--- config.mk ---
export PLATFORM = sky130hd
export DESIGN_NAME = seg_scan_ctrl_flat
export DESIGN_NICKNAME = d
export VERILOG_FILES = /design/src/rtl/seg_scan_ctrl_if.sv /design/src/rtl/seg_scan_ctrl.sv /design/src/flat_wrapper.sv
export SDC_FILE = /design/constraint.sdc
export NUM_CORES = 1
export LEC_CHECK = 0
export ABC_AREA = 1
export CAP_MARGIN = 20
export CORE_MARGIN = 8
export CORE_UTILIZATION = 30
export CTS_CLUSTER_DIAMETER = 150
export DETAILED_ROUTE_END_ITERATION = 8
export MAX_ROUTING_LAYER = met4
export PLACE_DENSITY = 0.49
export SKIP_CTS_REPAIR_TIMING = 1
export SLEW_MARGIN = 15
export SYNTH_ARGS = -nofsm -noshare
export SYNTH_HDL_FRONTEND = slang
export SYNTH_SLANG_ARGS = --single-unit
export TNS_END_PERCENT = 30
--- constraint.sdc ---
create_clock -name Clk -period 4.9 [get_ports Clk]
set_clock_uncertainty 0.15 [all_clocks]
set_input_delay 0.735 -clock Clk [delete_from_list [all_inputs] [get_ports Clk]]
set_output_delay 0.735 -clock Clk [all_outputs]
set_load 0.005 [all_outputs]
--- src/rtl/seg_scan_ctrl_if.sv ---
// rtl/seg_scan_ctrl_if.sv - frame handshake between the scan controller and the 74HC595 serializer
interface seg_scan_ctrl_if;
  logic [15:0] Shift_Data;
  logic        Shift_Start;
  logic        Shift_Done;

  modport master (output Shift_Data, output Shift_Start, input Shift_Done);
  modport slave  (input Shift_Data, input Shift_Start, output Shift_Done);
endinterface

--- src/rtl/seg_scan_ctrl.sv ---
// rtl/seg_scan_ctrl.sv - 8-digit multiplexed 7-segment scan controller feeding a 595 serializer
// Optional leading-zero blanking is enabled by defining LEADING_ZERO_BLANK_EN.
module seg_scan_ctrl #(
  parameter int SCAN_DWELL     = 50000,
  parameter int DONE_TIMEOUT   = 256,
  parameter bit SEG_ACTIVE_LOW = 1'b1
) (
  input  logic                   Clk,
  input  logic                   Reset,
  input  logic                   Enable,
  input  logic [31:0]            Disp_Data,
  input  logic [7:0]             Disp_En,
  input  logic [7:0]             Disp_Dp,
  seg_scan_ctrl_if.master        shift_if,
  output logic [2:0]             Digit_Idx,
  output logic                   Frame_Tick,
  output logic                   Err
);

  localparam int DW_W = (SCAN_DWELL > 1) ? $clog2(SCAN_DWELL) : 1;
  localparam int TO_W = (DONE_TIMEOUT > 1) ? $clog2(DONE_TIMEOUT) : 1;
  localparam logic [DW_W-1:0] DW_LAST = DW_W'(SCAN_DWELL - 1);
  localparam logic [TO_W-1:0] TO_LAST = TO_W'(DONE_TIMEOUT - 1);
  localparam logic [7:0]  BLANK_SEG   = SEG_ACTIVE_LOW ? 8'hFF : 8'h00;
  localparam logic [15:0] BLANK_FRAME = {BLANK_SEG, 8'h00};

  typedef enum logic [2:0] {
    ST_IDLE,
    ST_SELECT,
    ST_START,
    ST_WAIT,
    ST_DWELL
  } state_t;

  state_t            state_q, state_d;
  logic [2:0]        idx_q, idx_d;
  logic [2:0]        digit_idx_q, digit_idx_d;
  logic [15:0]       shift_data_q, shift_data_d;
  logic [31:0]       snap_data_q, snap_data_d;
  logic [7:0]        snap_en_q, snap_en_d;
  logic [7:0]        snap_dp_q, snap_dp_d;
  logic [TO_W-1:0]   tmo_cnt_q, tmo_cnt_d;
  logic [DW_W-1:0]   dwell_cnt_q, dwell_cnt_d;

  logic              found;
  logic [2:0]        found_idx;
  logic [7:0]        lz_blank;
  logic [15:0]       found_frame;

  function automatic logic [6:0] seg_decode(input logic [3:0] nib);
    logic [6:0] s;
    case (nib)
      4'h0: s = 7'h3F;  4'h1: s = 7'h06;  4'h2: s = 7'h5B;  4'h3: s = 7'h4F;
      4'h4: s = 7'h66;  4'h5: s = 7'h6D;  4'h6: s = 7'h7D;  4'h7: s = 7'h07;
      4'h8: s = 7'h7F;  4'h9: s = 7'h6F;  4'hA: s = 7'h77;  4'hB: s = 7'h7C;
      4'hC: s = 7'h39;  4'hD: s = 7'h5E;  4'hE: s = 7'h79;  default: s = 7'h71;
    endcase
    return s;
  endfunction

`ifdef LEADING_ZERO_BLANK_EN
  // Disabled digits are transparent: they neither blank nor end the zero run.
  always_comb begin
    logic leading;
    lz_blank = '0;
    leading  = 1'b1;
    for (int i = 7; i >= 1; i--) begin
      if (snap_en_q[i] && leading) begin
        if (snap_data_q[4*i +: 4] == 4'h0) lz_blank[i] = 1'b1;
        else                               leading     = 1'b0;
      end
    end
  end
`else
  assign lz_blank = '0;
`endif

  // Lowest enabled digit at or above the current index wins.
  always_comb begin
    found     = 1'b0;
    found_idx = '0;
    for (int i = 7; i >= 0; i--) begin
      if (snap_en_q[i] && (3'(i) >= idx_q)) begin
        found     = 1'b1;
        found_idx = 3'(i);
      end
    end
  end

  always_comb begin
    logic [6:0] seg_raw;
    logic [7:0] seg;
    seg_raw = lz_blank[found_idx] ? 7'h00 : seg_decode(snap_data_q[{found_idx, 2'b00} +: 4]);
    seg     = {snap_dp_q[found_idx], seg_raw};
    if (SEG_ACTIVE_LOW) seg = ~seg;
    found_frame = {seg, 8'h01 << found_idx};
  end

  always_comb begin
    state_d      = state_q;
    idx_d        = idx_q;
    digit_idx_d  = digit_idx_q;
    shift_data_d = shift_data_q;
    snap_data_d  = snap_data_q;
    snap_en_d    = snap_en_q;
    snap_dp_d    = snap_dp_q;
    tmo_cnt_d    = tmo_cnt_q;
    dwell_cnt_d  = dwell_cnt_q;
    Frame_Tick   = 1'b0;
    Err          = 1'b0;

    case (state_q)
      ST_IDLE: begin
        if (Enable) begin
          snap_data_d = Disp_Data;
          snap_en_d   = Disp_En;
          snap_dp_d   = Disp_Dp;
          idx_d       = '0;
          state_d     = ST_SELECT;
        end
      end
      ST_SELECT: begin
        if (found) begin
          idx_d        = found_idx;
          digit_idx_d  = found_idx;
          shift_data_d = found_frame;
          state_d      = ST_START;
        end else if (snap_en_q != 8'h00) begin
          Frame_Tick  = 1'b1;
          snap_data_d = Disp_Data;
          snap_en_d   = Disp_En;
          snap_dp_d   = Disp_Dp;
          idx_d       = '0;
        end else begin
          // idx keeps advancing so the wrap still refreshes the snapshot.
          shift_data_d = BLANK_FRAME;
          digit_idx_d  = '0;
          state_d      = ST_START;
        end
      end
      ST_START: begin
        tmo_cnt_d = '0;
        state_d   = ST_WAIT;
      end
      ST_WAIT: begin
        if (shift_if.Shift_Done) begin
          dwell_cnt_d = '0;
          state_d     = ST_DWELL;
        end else if (tmo_cnt_q == TO_LAST) begin
          Err     = 1'b1;
          state_d = ST_IDLE;
        end else begin
          tmo_cnt_d = tmo_cnt_q + 1'b1;
        end
      end
      ST_DWELL: begin
        if (dwell_cnt_q == DW_LAST) begin
          idx_d = idx_q + 3'd1;
          if (idx_q == 3'd7) begin
            Frame_Tick  = 1'b1;
            snap_data_d = Disp_Data;
            snap_en_d   = Disp_En;
            snap_dp_d   = Disp_Dp;
          end
          state_d = Enable ? ST_SELECT : ST_IDLE;
        end else begin
          dwell_cnt_d = dwell_cnt_q + 1'b1;
        end
      end
      default: state_d = ST_IDLE;
    endcase
  end

  always_ff @(posedge Clk or posedge Reset) begin
    if (Reset) begin
      state_q      <= ST_IDLE;
      idx_q        <= '0;
      digit_idx_q  <= '0;
      shift_data_q <= BLANK_FRAME;
      snap_data_q  <= '0;
      snap_en_q    <= '0;
      snap_dp_q    <= '0;
      tmo_cnt_q    <= '0;
      dwell_cnt_q  <= '0;
    end else begin
      state_q      <= state_d;
      idx_q        <= idx_d;
      digit_idx_q  <= digit_idx_d;
      shift_data_q <= shift_data_d;
      snap_data_q  <= snap_data_d;
      snap_en_q    <= snap_en_d;
      snap_dp_q    <= snap_dp_d;
      tmo_cnt_q    <= tmo_cnt_d;
      dwell_cnt_q  <= dwell_cnt_d;
    end
  end

  assign shift_if.Shift_Data  = shift_data_q;
  assign shift_if.Shift_Start = (state_q == ST_START);
  assign Digit_Idx            = digit_idx_q;

endmodule

--- src/flat_wrapper.sv ---
// flat-port wrapper written by rule: the top's interface ports become plain ports
module seg_scan_ctrl_flat 
#(
  parameter int SCAN_DWELL     = 50000,
  parameter int DONE_TIMEOUT   = 256,
  parameter bit SEG_ACTIVE_LOW = 1'b1
)
  (Clk, Reset, Enable, Disp_Data, Disp_En, Disp_Dp, Digit_Idx, Frame_Tick, Err, shift_if_Shift_Data, shift_if_Shift_Start, shift_if_Shift_Done);
  seg_scan_ctrl_if shift_if_i ();
  input  logic Clk;
  input  logic Reset;
  input  logic Enable;
  input  logic [31:0] Disp_Data;
  input  logic [7:0] Disp_En;
  input  logic [7:0] Disp_Dp;
  output logic [2:0] Digit_Idx;
  output logic Frame_Tick;
  output logic Err;
  output wire logic [$bits(shift_if_i.Shift_Data)-1:0] shift_if_Shift_Data;
  output wire logic [$bits(shift_if_i.Shift_Start)-1:0] shift_if_Shift_Start;
  input wire logic [$bits(shift_if_i.Shift_Done)-1:0] shift_if_Shift_Done;
  assign shift_if_Shift_Data = shift_if_i.Shift_Data;
  assign shift_if_Shift_Start = shift_if_i.Shift_Start;
  assign shift_if_i.Shift_Done = shift_if_Shift_Done;
  seg_scan_ctrl #(.SCAN_DWELL(SCAN_DWELL), .DONE_TIMEOUT(DONE_TIMEOUT), .SEG_ACTIVE_LOW(SEG_ACTIVE_LOW)) u_core (.Clk(Clk), .Reset(Reset), .Enable(Enable), .Disp_Data(Disp_Data), .Disp_En(Disp_En), .Disp_Dp(Disp_Dp), .shift_if(shift_if_i), .Digit_Idx(Digit_Idx), .Frame_Tick(Frame_Tick), .Err(Err));
endmodule
==> impl_metrics.tcl <==
set metrics [dict create \
    syn_inst 588 \
    cts_max_level 3 \
    drt_iter0_drc 215 \
    path_common_cell "nand2_1" \
    crit_arrival_ns 3.80 \
    grt_pass1_wl_um 22400 \
    ys_top_cells_by_area "dfrtp_1 42%, mux2_4 8.5%, nand2_1 7.8%" \
    cts_root_buf "clkbuf_16" \
    slowest_stage "a21oi_2" \
    nNetsFinal 726 \
    pwr-share-comb 0.600 \
    synth_top_cell_area_share 0.423 \
    synthArstFlopShare 1.00 \
    switching_share 0.463 \
    sequentialPowerShare 0.261 \
    crit_chain "inv_2 > ha_1 > inv_1 > nand3_1 > nand2_1 > nand3_1 > a21oi_2 > nand2_1 > inv_1 > nand2_1 > nand2_1 > inv_1 > nand4_1 > nand2_1 > ha_1 > inv_1 > nand3_1 > nand2_1 > nand2_1 > nand2_1 > nor2_1 > nor2_1" \
    synth_flop_cell "dfrtp_1" \
    critPathMaxStageDelay_ns 0.56 \
    ys_ff_latch 97 \
    synth_area_um2 5270 \
    fin_crit_sh 0.750 \
    yosysWarnings 0 \
    place_ws_ns 1.24 \
    grt-ovfl-total 0 \
    antenna_cells 0 \
    wire_per_inst_um 14.9 \
    final_cell_mix "110 x nand2_1, 89 x dfrtp_1, 73 x clkdlybuf4s50_1" \
    cts_buffers 9 \
    p_leak_uw 0.00303 \
    synth_edf_count 0 \
    wl_um 13300 \
    coreArea_um2 17200 \
    fin_util 0.378 \
    final_common_cell "nand2_1" \
    ys_types 49 \
    avgSynthCellArea_um2 8.96 \
    drive_gt1_frac 0.162 \
    vias_per_cell 4.63 \
    finalSetupViolCount 0 \
    die_area_um2 22100 \
    irDropWorstVdd_mv 0.315 \
    dr_total_vias 4130 \
    clk_latency_ns 0.35 \
    synth-seq-area-share 0.462 \
    clock-sinks 97 \
    route.antenna.remaining_nets 0 \
    first_pass_iters 4 \
    status "complete, no violations" \
    drv_cap 0 \
    grt_use_total 0.129 \
    die_h_um 149 \
    power.total_uw 5320 \
    slew_headroom 0.374 \
    cts.clk_slew.worst_paths_ns 0.07 \
    hold_path_class "reg2reg" \
    drc 0 \
    final-hold-violation-count 0 \
    p_sw_uw 2460 \
    path_class "reg2reg" \
    cts_max_path_buffers 2 \
    yosysTopAreaCell "dfrtp_1" \
    cts_tree "yes" \
    fp.dieW_um 149 \
    gp_congestion 0.870 \
    maxSlewViolCount 0 \
    initial_utilization 0.306 \
    fin_setup_tns_ns 0 \
    antenna_found_initial 0 \
    grt_pass1_vias 4403 \
    crit_fanout 11 \
    io_pins 74 \
    rows 48 \
    critPathLaunchType "register" \
    min_period_ns 3.68 \
    internal-power_uw 2850 \
    critPathRequiredTime_ns 5.03 \
    area_delta_synth_final_pct 23.8 \
    port_buffers 73 \
    fmax_mhz 272 \
    powerDensity_nw_per_um2 815 \
    dp_hpwl_um 10300 \
    tightestPinTransition_ns 0.939 \
    cp-end-kind "register" \
    fin_ws_ns 1.22 \
    synth_fp_nets 652 \
    grt_max_degree 76 \
    grt_setup_unrepaired "false" \
    clock_power_share 0.139 \
]
[metal layers]
metal,share of wire,global-route usage,vias up
met1,0.47,0.160,1949
met2,0.48,0.209,85
met5,0,-,-
met4,0.0078,0.0372,0
met3,0.039,0.0277,6
li1,-,-,2090
[sequential cells by signal (all words and copies together), names as in the netlist]
register	flops
u_core.Digit_Idx	3
u_core.dwell_cnt_q	16
u_core.idx_q	3
u_core.shift_if.Shift_Data	16
u_core.snap_data_q	32
u_core.snap_dp_q	8
u_core.snap_en_q	8
u_core.state_q	3
u_core.tmo_cnt_q	8
[synth_stat cells, types with 3 or more instances]
| master | instances |
|---|---|
| dfrtp_1 | 89 |
| nand2_2 | 12 |
| buf_6 | 5 |
| a21oi_2 | 4 |
| nand4_1 | 14 |
| mux2_4 | 30 |
| ha_1 | 12 |
| inv_2 | 7 |
| a21oi_1 | 40 |
| nand2_1 | 110 |
| o21a_1 | 3 |
| a22oi_1 | 3 |
| nor3_1 | 11 |
| nand2_4 | 5 |
| dfstp_2 | 8 |
| nor2_4 | 3 |
| inv_1 | 66 |
| nand3_1 | 39 |
| nor2_2 | 6 |
| o21ai_0 | 19 |
| buf_2 | 3 |
| nor4_1 | 4 |
| mux2_2 | 3 |
| nor2_1 | 57 |
[power groups by stage]
stage	Combinational, uW	Clock, uW	Sequential, uW
after floorplan	2540	0	1320
after global placement	3190	0	1410
after detailed placement	3230	0	1410
after CTS	3240	767	1390
after global routing	3620	797	1430
final	3190	739	1390
[worst paths after layout]
check,from,end,slack (ns),cells past startpoint
min in group asynchronous,Reset,u_core.snap_data_q[28],0.79,2
max,u_core.idx_q[1],u_core.shift_if.Shift_Data[11],1.22,22
max reg2reg,u_core.idx_q[1],u_core.shift_if.Shift_Data[11],1.22,22
max in group asynchronous,Reset,u_core.shift_if.Shift_Data[2],2.95,3
min reg2reg,u_core.shift_if.Shift_Data[15],u_core.shift_if.Shift_Data[15],0.33,2
min,u_core.shift_if.Shift_Data[15],u_core.shift_if.Shift_Data[15],0.33,2
[critical path, delay by kind of cell (launching register included)]
family / cells / cell delay (ns)
buffers and inverters: 5 / 0.52
AOI/OAI and AO/OA: 1 / 0.56
DFF: 1 / 0.44
and+or+nand+nor: 14 / 1.44
adders and majority gates: 2 / 0.48
[through the flow]
stage	hold slack [ns]	cell area, um2	cells
finish	0.333	6520	892
global route	0.354	6520	892
CTS	0.334	6520	892
detailed placement	0.318	6210	876
global placement	0.318	6210	876
floorplan	0.307	5270	588
[cell families (layout without fill, tap and decap cells)]
kind of cell / after synthesis / after routing / share of synthesized area
flops: 97 / 97 / 0.462
compound gates: 84 / 84 / 0.0935
simple gates: 273 / 273 / 0.249
mux: 34 / 34 / 0.0940
buf+inv: 88 / 167 / 0.0724
fa+ha+maj: 12 / 12 / 0.0285
[final cells by class]
| cell class | instances | area (um2) |
|---|---|---|
| fill | 1733 | 10700 |
| timing repair buffer | 74 | 738 |
| tap | 225 | 282 |
| clock buffer | 11 | 253 |
| sequential | 97 | 2440 |
| inverter | 77 | 298 |
| clock inverter | 5 | 63.8 |
| multi-input combinational | 403 | 2450 |
(Power assumes the default switching activity.)
==> variant (same flow settings) <==
`SEG_ACTIVE_LOW` is set to 1'b1 in 2 places; all go to 1'b0.
--- a/src/rtl/seg_scan_ctrl.sv
+++ b/src/rtl/seg_scan_ctrl.sv
@@ -3,7 +3,7 @@
 module seg_scan_ctrl #(
   parameter int SCAN_DWELL     = 50000,
   parameter int DONE_TIMEOUT   = 256,
-  parameter bit SEG_ACTIVE_LOW = 1'b1
+  parameter bit SEG_ACTIVE_LOW = 1'b0
 ) (
   input  logic                   Clk,
   input  logic                   Reset,
--- a/src/flat_wrapper.sv
+++ b/src/flat_wrapper.sv
@@ -3,7 +3,7 @@
 #(
   parameter int SCAN_DWELL     = 50000,
   parameter int DONE_TIMEOUT   = 256,
-  parameter bit SEG_ACTIVE_LOW = 1'b1
+  parameter bit SEG_ACTIVE_LOW = 1'b0
 )
   (Clk, Reset, Enable, Disp_Data, Disp_En, Disp_Dp, Digit_Idx, Frame_Tick, Err, shift_if_Shift_Data, shift_if_Shift_Start, shift_if_Shift_Done);
   seg_scan_ctrl_if shift_if_i ();
Check against the original RTL: not equivalent (a bounded check fails within 4 cycles, from zero or initial values and one cycle with Reset high).
==> variant against the unedited design <==
Via count shrank 0.77%. Sequential cell count unchanged. Worst setup slack gained 0.093 ns. Non-clock buffer count grew 1. Area after synthesis is 1.6% lower. Design area shrank 1.1%. Total power decreased by 1.9%. Routed wire length is 3.7% lower. Final cell count is 1.3% lower. Critical path type is now reg2out. Largest cell class is now registers. Largest power group unchanged.
==> variant: results (changes against the unedited design) <==
vias 4098 (-0.77%); area occupied by multi-input gates 2407 um2 (-1.8%); number of clock buffers in the layout 11 (unchanged); top_reg_cell synth dfrtp_1; non-clock buffer count 75 (+1.4%); Post-synth top cells nand2_1 (121), dfrtp_1 (97), nand3_1 (57); placed cell areas 6107 um2 (-1.6%); post-synth cell types 40 (-18%); ClkCell Share 0.05352 (+0.004996); Critical Path Start u_core.idx_q[0]$_DFFE_PP0P_; seq_cells 97 (unchanged); largest net degree at the start of global routing 61 (-20%); DR iter-0 viols 252 (+17%); sequential area share after synthesis 0.4679 (+0.005543); first-pass GRT wire length 21.25 mm (-5.2%); fillers 1737 (+0.23%); clock buffer count from CTS 9 (unchanged); critical hold path startpoint u_core.Digit_Idx[2]$_DFFE_PP0P_; WL final 12.77 mm (-3.7%); slowest stage delay, CP 0.58 ns (+0.02 ns); Mapped Nets 642 (-1.5%); hold depth 2 (unchanged); Synth async-reset ratio 1.000 (unchanged); outcome complete, no violations; Seq. cell area 2427 um2 (-0.41%); layout cell share with drive strength beyond 1 0.1298 (-0.03215); CP endpoint Frame_Tick; leakage 0.003032 uW (+0.19%); Worst Tran Pin Value 0.9119 ns (-0.02742 ns); dpl cells 864 (-1.4%); htree depth 3 (unchanged); crit path DAT 2.70 ns (-1.10 ns); RD Place Congestion 0.8800 (+1.2%); Worst Path Max Fanout 5 (-6); Hold Path Sink u_core.Digit_Idx[2]$_DFFE_PP0P_; Hold WS 0.3368 ns (+0.004311 ns); buffer share of cell area 0.1156 (+0.002414); Inverters 65 (-16%); largest cell class by area registers; WL/cell 14.51 um (-2.4%); post-route cell area 6452 um2 (-1.1%); reg2reg end u_core.shift_if.Shift_Data[11]$_DFFE_PP0P_; Reg clk slew, reported paths 0.06 ns; DRT Pass-1 Iters 4 (unchanged); CP max stage cell clkdlybuf4s50_1; multi-input gates 402 (-0.25%); Layout Nets 714 (-1.7%); Avg Inst Size Synth 8.975 um2 (+0.11%); vias in the first global route 4234 (-3.8%); top cell family by delay on the critical path buffers and inverters; gr usage total 0.1250 (-0.004299); clk_lat worst skew 0.35 ns (about the same); Inserted Diodes 0 (unchanged); R2R Setup Slk 1.48 ns (+0.26 ns); DP HPWL 9.809 mm (-4.4%); cell depth of the worst flop-to-flop path 23 (+4.5%); top area cells in the synthesized netlist dfrtp_1 (47%), mux2_4 (10%), nand2_1 (8.8%); Peak VDD IR 0.3277 mV (+4.1%); Max Freq 279.1 MHz (+2.6%)
[variant: report_power, final]
| part | switching (uW) | internal [uW] |
|---|---|---|
| Combinational | 1810 | 1240 |
| Clock | 305 | 512 |
| Sequential | 217 | 1130 |
| Total | 2330 | 2890 |
[variant: kinds of logic (layout without fill, tap and decap cells)]
group                    count (synthesis)  in the layout  synth area share
AO/OA/AOI/OAI                           73             73           0.08201
adder cells (fa/ha/maj)                 12             12           0.02894
buffers and inverters                   79            156           0.06802
flip-flops                              97             97            0.4679
multiplexers                            36             36            0.1035
AND/OR/NAND/NOR                        281            281            0.2496
[variant: routing by layer]
metal | global-route usage | vias up | share of wire
met5 | - | - | 0
met2 | 0.1819 | 93 | 0.44
met4 | 0.04488 | 0 | 0.013
met1 | 0.1713 | 1922 | 0.52
met3 | 0.02201 | 11 | 0.027
li1 | - | 2072 | -
[variant: stage by stage]
step	power, uW	utilization
detailed placement	4450	0.3568
CTS	5287	0.3770
floorplan	3749	-
global placement	4409	0.3568
finish	5218	0.3770
global route	5715	0.3770
